===== src/rtl/ext_pipe.sv =====
// ext_pipe: two-stage pipelined immediate / load-data extension unit.
//
// Immediate formation (zero, sign, upper placement) and sub-word load
// alignment (byte/halfword, signed/unsigned) share one datapath. Both
// stages use a valid/ready handshake with a synchronous flush.
//
// Ports:
//   clk        rising-edge clock
//   reset      asynchronous, active-high reset
//   flush      synchronous drop of every in-flight and presented item
//   in_valid   input item present
//   in_ready   unit accepts the item this cycle (combinational)
//   in_op      0 ZIMM, 1 SIMM, 2 UIMM, 3 LB, 4 LBU, 5 LH, 6 LHU, 7 WORD
//   in_data    immediate in the low IMM_W bits, or the raw memory word
//   in_boff    byte offset for load ops
//   in_tag     sideband tag carried unchanged
//   out_valid  result present (S2 valid)
//   out_ready  consumer accepts the result
//   out_data   extended result
//   out_tag    tag of the result
//   out_err    misaligned halfword access flag
module ext_pipe #(
    parameter int DATA_W = 32,
    parameter int IMM_W  = 16,
    parameter int TAG_W  = 5,
    localparam int OFF_W = $clog2(DATA_W / 8)
) (
    input  logic              clk,
    input  logic              reset,
    input  logic              flush,
    input  logic              in_valid,
    output logic              in_ready,
    input  logic [2:0]        in_op,
    input  logic [DATA_W-1:0] in_data,
    input  logic [OFF_W-1:0]  in_boff,
    input  logic [TAG_W-1:0]  in_tag,
    output logic              out_valid,
    input  logic              out_ready,
    output logic [DATA_W-1:0] out_data,
    output logic [TAG_W-1:0]  out_tag,
    output logic              out_err
);

    localparam logic [2:0] OP_ZIMM = 3'd0;
    localparam logic [2:0] OP_SIMM = 3'd1;
    localparam logic [2:0] OP_UIMM = 3'd2;
    localparam logic [2:0] OP_LB   = 3'd3;
    localparam logic [2:0] OP_LBU  = 3'd4;
    localparam logic [2:0] OP_LH   = 3'd5;
    localparam logic [2:0] OP_LHU  = 3'd6;

    // Extension class kept in S1: tells S2 how wide the stored field is
    // and how to fill the remaining bits.
    typedef enum logic [2:0] {
        CLS_ZIMM = 3'd0,
        CLS_SIMM = 3'd1,
        CLS_UIMM = 3'd2,
        CLS_S8   = 3'd3,
        CLS_Z8   = 3'd4,
        CLS_S16  = 3'd5,
        CLS_Z16  = 3'd6,
        CLS_WORD = 3'd7
    } ext_cls_e;

    function automatic logic [DATA_W-1:0] sext8(input logic [7:0] v);
        return {{(DATA_W-8){v[7]}}, v};
    endfunction

    function automatic logic [DATA_W-1:0] zext8(input logic [7:0] v);
        return {{(DATA_W-8){1'b0}}, v};
    endfunction

    function automatic logic [DATA_W-1:0] sext16(input logic [15:0] v);
        return {{(DATA_W-16){v[15]}}, v};
    endfunction

    function automatic logic [DATA_W-1:0] zext16(input logic [15:0] v);
        return {{(DATA_W-16){1'b0}}, v};
    endfunction

    function automatic logic [DATA_W-1:0] sext_imm(input logic [IMM_W-1:0] v);
        return {{(DATA_W-IMM_W){v[IMM_W-1]}}, v};
    endfunction

    function automatic logic [DATA_W-1:0] zext_imm(input logic [IMM_W-1:0] v);
        return {{(DATA_W-IMM_W){1'b0}}, v};
    endfunction

    function automatic logic [DATA_W-1:0] upper_imm(input logic [IMM_W-1:0] v);
        return {v, {(DATA_W-IMM_W){1'b0}}};
    endfunction

    // Stage 1 registers
    logic              s1_valid_q, s1_valid_d;
    logic [DATA_W-1:0] s1_field_q, s1_field_d;
    ext_cls_e          s1_cls_q,   s1_cls_d;
    logic              s1_err_q,   s1_err_d;
    logic [TAG_W-1:0]  s1_tag_q,   s1_tag_d;

    // Stage 2 registers (drive the outputs directly)
    logic              s2_valid_q, s2_valid_d;
    logic [DATA_W-1:0] s2_data_q,  s2_data_d;
    logic              s2_err_q,   s2_err_d;
    logic [TAG_W-1:0]  s2_tag_q,   s2_tag_d;

    logic              s1_adv_s;
    logic              s2_adv_s;
    logic              in_fire_s;
    logic [7:0]        byte_s;
    logic [15:0]       half_s;
    logic [DATA_W-1:0] ext_s;

    // Handshake: a stage may advance when it is empty or its successor advances.
    always_comb begin
        s2_adv_s  = !s2_valid_q || out_ready;
        s1_adv_s  = !s1_valid_q || s2_adv_s;
        in_ready  = s1_adv_s && !flush;
        in_fire_s = in_valid && in_ready;
    end

    // Sub-word extraction; the index width equals log2(DATA_W) exactly.
    always_comb begin
        byte_s = in_data[{in_boff, 3'b000} +: 8];
        half_s = in_data[{in_boff[OFF_W-1:1], 4'b0000} +: 16];
    end

    // Stage 1 next state: decode the op into a raw field plus extension class.
    always_comb begin
        s1_valid_d = s1_valid_q;
        s1_field_d = s1_field_q;
        s1_cls_d   = s1_cls_q;
        s1_err_d   = s1_err_q;
        s1_tag_d   = s1_tag_q;
        if (flush) begin
            s1_valid_d = 1'b0;
        end else if (s1_adv_s) begin
            s1_valid_d = in_fire_s;
            if (in_fire_s) begin
                s1_tag_d = in_tag;
                s1_err_d = 1'b0;
                case (in_op)
                    OP_ZIMM: begin
                        s1_field_d = zext_imm(in_data[IMM_W-1:0]);
                        s1_cls_d   = CLS_ZIMM;
                    end
                    OP_SIMM: begin
                        s1_field_d = zext_imm(in_data[IMM_W-1:0]);
                        s1_cls_d   = CLS_SIMM;
                    end
                    OP_UIMM: begin
                        s1_field_d = zext_imm(in_data[IMM_W-1:0]);
                        s1_cls_d   = CLS_UIMM;
                    end
                    OP_LB: begin
                        s1_field_d = zext8(byte_s);
                        s1_cls_d   = CLS_S8;
                    end
                    OP_LBU: begin
                        s1_field_d = zext8(byte_s);
                        s1_cls_d   = CLS_Z8;
                    end
                    OP_LH, OP_LHU: begin
                        // Odd offset: the item still flows, but as a zero
                        // result flagged with err.
                        if (in_boff[0]) begin
                            s1_field_d = {DATA_W{1'b0}};
                            s1_cls_d   = CLS_Z16;
                            s1_err_d   = 1'b1;
                        end else begin
                            s1_field_d = zext16(half_s);
                            s1_cls_d   = (in_op == OP_LH) ? CLS_S16 : CLS_Z16;
                        end
                    end
                    default: begin
                        s1_field_d = in_data;
                        s1_cls_d   = CLS_WORD;
                    end
                endcase
            end else begin
                s1_tag_d = s1_tag_q;
            end
        end else begin
            s1_valid_d = s1_valid_q;
        end
    end

    // Final extension of the stored field according to its class.
    always_comb begin
        case (s1_cls_q)
            CLS_ZIMM: ext_s = zext_imm(s1_field_q[IMM_W-1:0]);
            CLS_SIMM: ext_s = sext_imm(s1_field_q[IMM_W-1:0]);
            CLS_UIMM: ext_s = upper_imm(s1_field_q[IMM_W-1:0]);
            CLS_S8:   ext_s = sext8(s1_field_q[7:0]);
            CLS_Z8:   ext_s = zext8(s1_field_q[7:0]);
            CLS_S16:  ext_s = sext16(s1_field_q[15:0]);
            CLS_Z16:  ext_s = zext16(s1_field_q[15:0]);
            default:  ext_s = s1_field_q;
        endcase
    end

    // Stage 2 next state: data only moves on an advance that carries an item,
    // so a stalled output holds bit-for-bit.
    always_comb begin
        s2_valid_d = s2_valid_q;
        s2_data_d  = s2_data_q;
        s2_err_d   = s2_err_q;
        s2_tag_d   = s2_tag_q;
        if (flush) begin
            s2_valid_d = 1'b0;
        end else if (s2_adv_s) begin
            s2_valid_d = s1_valid_q;
            if (s1_valid_q) begin
                s2_data_d = ext_s;
                s2_err_d  = s1_err_q;
                s2_tag_d  = s1_tag_q;
            end else begin
                s2_data_d = s2_data_q;
            end
        end else begin
            s2_valid_d = s2_valid_q;
        end
    end

    // Stage 1 state register.
    always_ff @(posedge clk or posedge reset) begin
        if (reset) begin
            s1_valid_q <= 1'b0;
            s1_field_q <= {DATA_W{1'b0}};
            s1_cls_q   <= CLS_ZIMM;
            s1_err_q   <= 1'b0;
            s1_tag_q   <= {TAG_W{1'b0}};
        end else begin
            s1_valid_q <= s1_valid_d;
            s1_field_q <= s1_field_d;
            s1_cls_q   <= s1_cls_d;
            s1_err_q   <= s1_err_d;
            s1_tag_q   <= s1_tag_d;
        end
    end

    // Stage 2 state register.
    always_ff @(posedge clk or posedge reset) begin
        if (reset) begin
            s2_valid_q <= 1'b0;
            s2_data_q  <= {DATA_W{1'b0}};
            s2_err_q   <= 1'b0;
            s2_tag_q   <= {TAG_W{1'b0}};
        end else begin
            s2_valid_q <= s2_valid_d;
            s2_data_q  <= s2_data_d;
            s2_err_q   <= s2_err_d;
            s2_tag_q   <= s2_tag_d;
        end
    end

    assign out_valid = s2_valid_q;
    assign out_data  = s2_data_q;
    assign out_err   = s2_err_q;
    assign out_tag   = s2_tag_q;

endmodule


===== config.mk =====
export PLATFORM = sky130hd
export DESIGN_NAME = ext_pipe
export DESIGN_NICKNAME = d
export VERILOG_FILES = /design/src/rtl/ext_pipe.sv
export SDC_FILE = /design/constraint.sdc
export NUM_CORES = 1
export LEC_CHECK = 0
export CORE_AREA = 10 10 96 98
export CTS_BUF_LIST = sky130_fd_sc_hd__clkbuf_2
export DETAILED_ROUTE_END_ITERATION = 6
export DIE_AREA = 0 0 106 108
export PLACE_DENSITY = 0.89
export SYNTH_ARGS = -nofsm -noshare
export SYNTH_HDL_FRONTEND = slang
export SYNTH_SLANG_ARGS = --single-unit

===== constraint.sdc =====
create_clock -name clk -period 3.2 [get_ports clk]
set_input_delay 0.48 -clock clk [delete_from_list [all_inputs] [get_ports clk]]
set_output_delay 0.48 -clock clk [all_outputs]
set_load 0.05 [all_outputs]

==> impl_metrics.env <==
export IMPL_grt_pass1_vias=3393
export IMPL_syn_inst=399
export IMPL_cts_path_max_buffers=2
export IMPL_drive_above_1_share_pct=8.903
export IMPL_worst_pin_slew_ns=0.8857
export IMPL_cp_top_family="buffers and inverters"
export IMPL_insertion_delay_ns=0.52
export IMPL_synth_edff_count=0
export IMPL_final_common_cell="nand2_1"
export IMPL_synthArstFlopShare_pct=100.0
export IMPL_critPathRequiredTime_ns=2.72
export IMPL_vias=3347
export IMPL_synth_area_top_cells="dfrtp_1 (55%), nand2_1 (9.8%), nor2_1 (5.3%), mux2_2 (4.2%), a21oi_1 (3.6%)"
export IMPL_max_freq_ghz=0.3800
export IMPL_finalNonFillerCells=586
export IMPL_finalMaxSlewViolations=0
export IMPL_power_density_mw_per_mm2=645.1
export IMPL_htree_num_levels=3
export IMPL_hold_ws_ns=0.3414
export IMPL_drtPass1Iterations=5
export IMPL_status="finished clean"
export IMPL_final_cell_mix="nand2_1 (97), clkdlybuf4s50_1 (86), dfrtp_1 (81)"
export IMPL_slew_limit_headroom_pct=40.69
export IMPL_arrival_ns=2.15
export IMPL_die_w_um=106
export IMPL_nFillCells=607
export IMPL_cts_buffers=9
export IMPL_drt_initial_drc_count=352
export IMPL_rsz0062_at_grt="no"
export IMPL_fin_nets=525
export IMPL_finish_utilization_pct=64.67
export IMPL_grt_util_all_layers_pct=18.66
export IMPL_routed_wl_um=10480
export IMPL_avgSynthCellArea_sq_um=9.317
export IMPL_clockRootBuffer="clkbuf_2"
export IMPL_cts_resized=0
export IMPL_setup_viol=0
export IMPL_critical_path_max_stage_delay_ns=0.81
export IMPL_place_hpwl_um=7741
export IMPL_clk_pin_slew_ns=0.22
export IMPL_worstSetupPathType="flip-flop to output port"
export IMPL_start_util_pct=49.92
export IMPL_finalHoldViolCount=0
export IMPL_cp_end_kind="output port"
export IMPL_post_drt_wl_per_cell_um=17.88
export IMPL_finalCritPeriodShare_pct=82.25
export IMPL_ir_drop_uv=251.6
export IMPL_multi_input_area_sq_mm=0.001564
export IMPL_crit_chain="and3b_1 > nor2_1 > clkdlybuf4s50_1"
export IMPL_std_cell_rows=32
export IMPL_cts_setup_buffers=0
export IMPL_placement_cell_area_sq_mm=0.004648
export IMPL_cts_tree="done"
export IMPL_core_sq_mm=0.007447
export IMPL_drc=0
export IMPL_dieHeight_um=108
export IMPL_io_pins=87
export IMPL_io_buffers=86
export IMPL_synthesis_area_sq_mm=0.003717
export IMPL_postCtsHoldBufs=0
export IMPL_synth_largest_area_cell="dfrtp_1"
export IMPL_place_ws_ns=0.5834
export IMPL_clock_skew_ns=0.02057
export IMPL_crit_slowest_cell="clkdlybuf4s50_1"
export IMPL_final_cell_area_sq_mm=0.004816
export IMPL_cp_start_kind="flip-flop"
export IMPL_via_per_inst=5.712
export IMPL_synth_cell_type_count=35
export IMPL_area_growth_pct=29.55
export IMPL_p_leak_nw=2.190
export IMPL_yosysSeqAreaShare_pct=54.53
export IMPL_crit_path_max_fanout=6
export IMPL_dieArea_sq_mm=0.01145
export IMPL_crit_buf_inv=1
export IMPL_synth_top_area_share_pct=54.53
export IMPL_grt_overflow=0
export IMPL_antenna_found_initial=1
export IMPL_ant_nets=0
export IMPL_grt_first_pass_wirelength_um=17340
export IMPL_ys_warn_count=0
export IMPL_cts_sinks=81
export IMPL_final_setup_worst_slack_ns=0.5681
export IMPL_synth_net_count=446
export IMPL_ys_ff_latch=81
export IMPL_p_total_mw=3.107
export IMPL_drv_cap=0
export IMPL_synthFlopType="dfrtp_1"
export IMPL_tns_ns=0
export IMPL_regArea_sq_mm=0.002027
export IMPL_grt_max_degree=43
export IMPL_dp_cells=569
export IMPL_hold_class="primary input to async pin"
export IMPL_gp_congestion=0.9012
export IMPL_min_period_ns=2.632
-- worst reg2reg max path, stage by stage (launching register included) --
cell and delay [ns]:
dfrtp_1 0.45, nor2b_1 0.17, or3b_1 0.39, buf_4 0.20, a31oi_1 0.58, a21oi_1 0.15
-- path summary, 6_finish.rpt --
kind,start,end,slack (ns),cells after the start
worst max-delay path,s1_valid_q,in_ready,0.57,3
worst min-delay path,reset,s1_field_q[10],0.34,2
worst max register to register,out_valid,out_data[13],1.12,5
worst min register to register,s1_tag_q[1],out_tag[1],0.50,2
max in group asynchronous,reset,out_data[15],2.10,3
min in group clk,in_tag[3],s1_tag_q[3],0.44,3
-- final cells by class --
type | count | area share (%)
Antenna cell | 1 | 0.05196
Clock buffer | 10 | 1.039
Clock inverter | 6 | 2.390
Inverter | 2 | 0.1819
Multi-Input combinational cell | 290 | 32.48
Sequential cell | 81 | 42.09
Tap cell | 102 | 2.650
Timing Repair Buffer | 94 | 19.12
-- state kept, by name, summed over array words and instances (netlist names) --
register / count
out_valid: 1
out_tag: 5
out_err: 1
out_data: 32
s1_cls_q: 3
s1_field_q: 32
s1_err_q: 1
s1_tag_q: 5
s1_valid_q: 1
-- power breakdown --
| group | internal [mW] | leakage [nW] | switching (mW) |
|---|---|---|---|
| Clock | 0.344 | 0.0927 | 0.360 |
| Combinational | 0.383 | 1.07 | 0.704 |
| Sequential | 1.19 | 1.03 | 0.125 |
| Total | 1.92 | 2.19 | 1.19 |
-- cell usage after synthesis (2+ instances only) --
master	instances
a21oi_1	27
nor3b_1	2
nor2b_1	2
a31oi_1	4
inv_1	2
o21ai_1	2
buf_2	11
a22oi_1	14
clkbuf_2	3
nand2_1	97
and3b_1	2
nand3_1	18
o31ai_1	16
mux2_2	14
a22o_1	8
nand4bb_1	2
nor2_1	52
a221oi_1	8
clkbuf_1	10
o21ai_0	10
dfrtp_1	81
-- per-layer routing --
metal  vias to the layer above  GRT usage [%]  wire, um
li1                       1543              -         -
met1                      1615          22.93      4270
met2                       166          31.40      5256
met3                        23          4.938       756
met4                         0          6.093       192
met5                         -              0         0
-- kinds of logic after synthesis --
kind of cell | share of synthesized area (%)
XOR/XNOR | 0.2357
flip-flops | 54.53
multiplexers | 4.241
AND/OR/NAND/NOR | 21.07
AO/OA/AOI/OAI | 16.32
buffers and inverters | 3.602
Power figures use the tool's default switching activity.
